==> config.mk <==
export PLATFORM = sky130hd
export DESIGN_NAME = bsg_pipeline_share_rr
export DESIGN_NICKNAME = d
export VERILOG_FILES = /design/src/rtl/bsg_pipeline_share_rr.sv
export SDC_FILE = /design/constraint.sdc
export NUM_CORES = 1
export LEC_CHECK = 0
export ABC_AREA = 1
export BUFFER_PORTS_ARGS = -buffer_cell sky130_fd_sc_hd__buf_2
export CAP_MARGIN = 10
export CORE_AREA = 4 4 41 43
export CTS_CLUSTER_DIAMETER = 200
export DETAILED_ROUTE_END_ITERATION = 8
export DIE_AREA = 0 0 45 47
export PLACE_DENSITY_LB_ADDON = 0.05
export SETUP_SLACK_MARGIN = 0.5
export SYNTH_ARGS = -nofsm -noshare
export SYNTH_HDL_FRONTEND = slang
export SYNTH_SLANG_ARGS = --single-unit
==> constraint.sdc <==
create_clock -name clk_i -period 1.2 [get_ports clk_i]
set_input_delay 0.12 -clock clk_i [delete_from_list [all_inputs] [get_ports clk_i]]
set_output_delay 0.12 -clock clk_i [all_outputs]
set_load 0.02 [all_outputs]
==> src/rtl/bsg_pipeline_share_rr.sv <==
// Round-robin share of one stages_p-deep datapath among reqs_p requesters.
// Drives stage enables and input select, tracks tags, routes results back.
module bsg_pipeline_share_rr #(
  parameter int stages_p     = 3,
  parameter int reqs_p       = 2,
  parameter int tag_width_lp = (reqs_p > 1) ? $clog2(reqs_p) : 1
) (
  input  logic                    clk_i,
  input  logic                    reset_i,
  input  logic [reqs_p-1:0]       v_i,
  output logic [reqs_p-1:0]       ready_and_o,
  output logic [reqs_p-1:0]       sel_one_hot_o,
  output logic [stages_p-1:0]     en_o,
  output logic [reqs_p-1:0]       v_o,
  input  logic [reqs_p-1:0]       ready_and_i,
  output logic [tag_width_lp-1:0] tag_o
);

  typedef logic [tag_width_lp-1:0] tag_t;

  logic [stages_p-1:0]            v_q, v_d;
  logic [stages_p-1:0][tag_width_lp-1:0] tag_q, tag_d;
  tag_t                           last_q, last_d;

  logic                           head_rdy;
  logic                           grant_v;
  tag_t                           winner;
  logic [stages_p-1:0]            full;
  logic [stages_p-1:0]            adv;
  logic [stages_p:0]              v_ext;
  logic [stages_p:0][tag_width_lp-1:0] tag_ext;

  // Round-robin pick: first requesting index after the last winner.
  always_comb begin
    logic found;
    int   idx;
    tag_t cand;
    found  = 1'b0;
    winner = '0;
    idx    = 0;
    cand   = '0;
    for (int i = 1; i <= reqs_p; i++) begin
      idx  = (int'(last_q) + i) % reqs_p;
      cand = tag_t'(idx);
      if (!found && v_i[cand]) begin
        found  = 1'b1;
        winner = cand;
      end
    end
    grant_v = found;
  end

  // Collapse logic: a stage moves unless it and everything below is full
  // while the head result is stuck.
  always_comb begin
    head_rdy = ready_and_i[tag_q[0]];
    full[0]  = v_q[0];
    for (int i = 1; i < stages_p; i++) begin
      full[i] = full[i-1] & v_q[i];
    end
    adv     = {stages_p{head_rdy}} | ~full;
    v_ext   = {grant_v, v_q};
    tag_ext = {winner, tag_q};
    en_o    = v_ext[stages_p:1] & adv;
  end

  // Outputs toward requesters and the datapath input mux.
  always_comb begin
    sel_one_hot_o = '0;
    v_o           = '0;
    for (int k = 0; k < reqs_p; k++) begin
      sel_one_hot_o[k] = grant_v & (winner == tag_t'(k));
      v_o[k]           = v_q[0] & (tag_q[0] == tag_t'(k));
    end
    ready_and_o = sel_one_hot_o & {reqs_p{adv[stages_p-1]}};
    tag_o       = tag_q[0];
  end

  // Next-state for stage valids, tags and round-robin pointer.
  always_comb begin
    v_d    = v_q;
    tag_d  = tag_q;
    last_d = last_q;
    for (int i = 0; i < stages_p; i++) begin
      if (adv[i]) v_d[i] = v_ext[i+1];
      if (en_o[i]) tag_d[i] = tag_ext[i+1];
    end
    if (grant_v && adv[stages_p-1]) last_d = winner;
  end

  // State registers; reset drops all in-flight items.
  always_ff @(posedge clk_i) begin
    if (reset_i) begin
      v_q    <= '0;
      tag_q  <= '0;
      last_q <= tag_t'(reqs_p - 1);
    end else begin
      v_q    <= v_d;
      tag_q  <= tag_d;
      last_q <= last_d;
    end
  end

endmodule

==> flow_metrics.py <==
metrics = {
    "routing": {
        "via_per_inst": 4.43,
        "drc_errors": 0,
        "wl_met1_microns": 368,
        "detail-route-antenna-nets": 0,
        "route.met3.wl_microns": 96,
        "routedWlPerCell_microns": 9.87,
        "wl_met2_microns": 631,
        "dr.pass1.iters": 2,
        "drt_first_iter_violations": 5,
        "top_layer": "met3",
        "vias": 492,
        "wirelength_mm": 1.10,
    },
    "floorplan": {
        "core_area_sq_um": 1300,
        "io_pins": 16,
        "die_h_microns": 47,
        "rows": 13,
        "initial_core_util": 0.337,
        "die_w_microns": 45,
        "dieArea_sq_um": 2120,
    },
    "timing": {
        "fin_crit_sh": 1.05,
        "rsz0062_at_grt": "yes",
        "period_minus_slack_ps": 1250,
        "fmax_mhz": 797,
        "finalHoldViolCount": 0,
        "tightest_slew_ps": 164,
        "clock_skew_ps": 1.02,
        "report.final.slew_viol_count": 0,
        "relSlewSlack": 0.890,
        "finalSetupViolations": 4,
        "setup_tns_ps": -120,
        "timing.final.ws_setup_ps": -54.5,
    },
    "finish": {
        "antenna-diode-count": 0,
        "drive_gt1_frac": 0.698,
        "syn_to_final_growth_pct": 82.3,
        "post-route-util": 0.615,
        "fin_nets": 103,
    },
    "logic_synthesis": {
        "synth_cell_types": 13,
        "synth.area.top_cells": "dfxtp_1 32%, inv_1 14%, nand2_1 10%",
        "yosys.area.top_type": "dfxtp_1",
        "synthFlopType": "dfxtp_1",
        "synth_seq_cells": 7,
        "syn_nets": 69,
        "synth_most_common_cell": "inv_1",
        "synth_edf_count": 0,
        "synth.top_cell.area_share": 0.319,
        "ys_warn_count": 0,
        "async_flop_share": 0,
        "synth_common_cells": "16 x inv_1, 12 x nand2_1, 7 x dfxtp_1, 6 x a21oi_1, 5 x nor2_1",
        "ys_seq_area_frac": 0.319,
        "synth_area_sq_um": 439,
        "syn_avg_cell_area_sq_um": 6.97,
        "netlist_instances": 63,
    },
    "clock_network": {
        "clk_path_buf_depth": 2,
        "clock-sinks": 7,
        "numCtsBuffers": 3,
        "clk_pin_slew_ps": 50,
        "cts_tree": "yes",
        "worstSkewPairLatency_ps": 250,
        "cts_hold_buf": 0,
        "root_buffer": "clkbuf_4",
        "htreeDepth": 1,
    },
    "placed_design": {
        "io_buffers": 15,
        "pre_cts_ws_ps": 132,
        "dp_hpwl_microns": 741,
        "gp_congestion": 0.670,
    },
    "worst_setup_path": {
        "cp.arrival_ps": 1130,
        "r2r_setup_slack_ps": 100,
        "required_ps": 1080,
        "r2r-start": "v_q[0]$_SDFFE_PP0P_",
        "critPathKind": "flip-flop to primary output",
        "r2r-end": "tag_ext[2]$_SDFFE_PP0P_",
        "worstSetupEndpointType": "primary output",
        "path_max_fanout": 4,
        "rr_worst_depth": 7,
        "cp-start-kind": "flip-flop",
    },
    "worst_hold_path": {
        "worst_hold_path.endpoint": "v_q[2]$_SDFFE_PP0N_",
        "hp-start": "reset_i",
        "hold_depth": 2,
        "min_path_type": "input pin to flip-flop",
    },
    "status": {
        "status": "finished with violations",
        "violations": "negative setup slack",
    },
    "global_route": {
        "grt_use_total": 0.129,
        "grt_pass1_vias": 470,
        "grt_start_max_net_pins": 6,
        "grt_pass1_wl_mm": 1.93,
        "antenna_found_initial": 0,
        "grt-ovfl-total": 0,
    },
    "pwr": {
        "totalPowerFinal_w": 0.000749,
        "ir_worst_vdd_uv": 806,
        "leakagePower_nw": 0.416,
        "p_per_area_nw_per_um2": 936,
    },
    "job": {
        "maxCapViolCount": 0,
    },
}
-- layout by cell type, fill, tap and decap left out --
| cell type | instances |
|---|---|
| nor2_4 | 3 |
| nand3_1 | 2 |
| clkbuf_4 | 3 |
| nor2_1 | 3 |
| a21oi_2 | 3 |
| a21oi_4 | 1 |
| nand3_2 | 2 |
| inv_1 | 8 |
| dfxtp_4 | 3 |
| inv_4 | 3 |
| clkbuf_1 | 1 |
| nand2_4 | 4 |
| nand3_4 | 1 |
| nand2_1 | 9 |
| a21oi_1 | 4 |
| buf_6 | 10 |
| a21boi_4 | 1 |
| dfxtp_1 | 2 |
| buf_4 | 13 |
| buf_2 | 6 |
| nand2_2 | 6 |
| dfxtp_2 | 2 |
| inv_2 | 6 |
-- power by group --
| part | internal (W) | switching [W] | total (W) |
|---|---|---|---|
| clock | 0.000127 | 0.0000929 | 0.000220 |
| sequential | 0.000250 | 0.0000184 | 0.000268 |
| combinational | 0.000126 | 0.000134 | 0.000261 |
-- cell type report --
class	count	area (sq um)
fillers	123	500
repair buffers	29	240
multi-input cells	39	290
well taps	15	18.8
flip-flops and latches	7	154
inverters	17	71.3
clock buffers	4	26.3
-- worst max-delay path: stages (launching register included) --
cell	delay (ps)
dfxtp_4	370
inv_4	40
nand2_2	50
nand2_2	60
nand2_4	90
nand2_4	70
nor2_4	90
buf_6	120
-- sequential cells by signal (all words and copies together), names as in the netlist --
register  cells
v_q           3
tag_ext       2
tag_o         1
last_q        1
-- metrics by stage --
stage | hold slack (ps) | area [sq um] | instances
6_report | 97.9 | 801 | 111
2_1_floorplan | 182 | 470 | 63
3_3_place_gp | 358 | 572 | 94
3_5_place_dp | 353 | 572 | 94
5_1_grt | 101 | 801 | 111
4_1_cts | 80.3 | 759 | 107
-- worst max-delay path by stage --
stage	from	slack, ps	end
floorplan	tag_o$_SDFFE_PP0P_	220	ready_and_o[1]
global placement	tag_o$_SDFFE_PP0P_	140	ready_and_o[1]
detailed placement	tag_o$_SDFFE_PP0P_	130	ready_and_o[1]
CTS	tag_o$_SDFFE_PP0P_	-80	ready_and_o[1]
global route	tag_o$_SDFFE_PP0P_	-120	ready_and_o[1]
finish	tag_o$_SDFFE_PP0P_	-50	ready_and_o[1]
-- per-layer routing --
metal / vias up / global-route usage
li1: 256 / -
met1: 223 / 0.112
met2: 13 / 0.251
met3: 0 / 0.0728
met4: 0 / 0.0351
met5: - / 0
-- timing repair --
action,CTS,global route
resized for setup,30,4
setup buffers,9,4
endpoints found under the setup margin,17,17
cloned,0,0
pin swaps,5,4
-- logic make-up (layout without fill, tap and decap cells) --
logic type / count (synthesis) / count (layout) / synth area share
buf+inv: 17 / 50 / 0.145
compound gates: 9 / 9 / 0.151
flops: 7 / 7 / 0.319
simple gates: 30 / 30 / 0.385
Power figures use the tool's default switching activity.
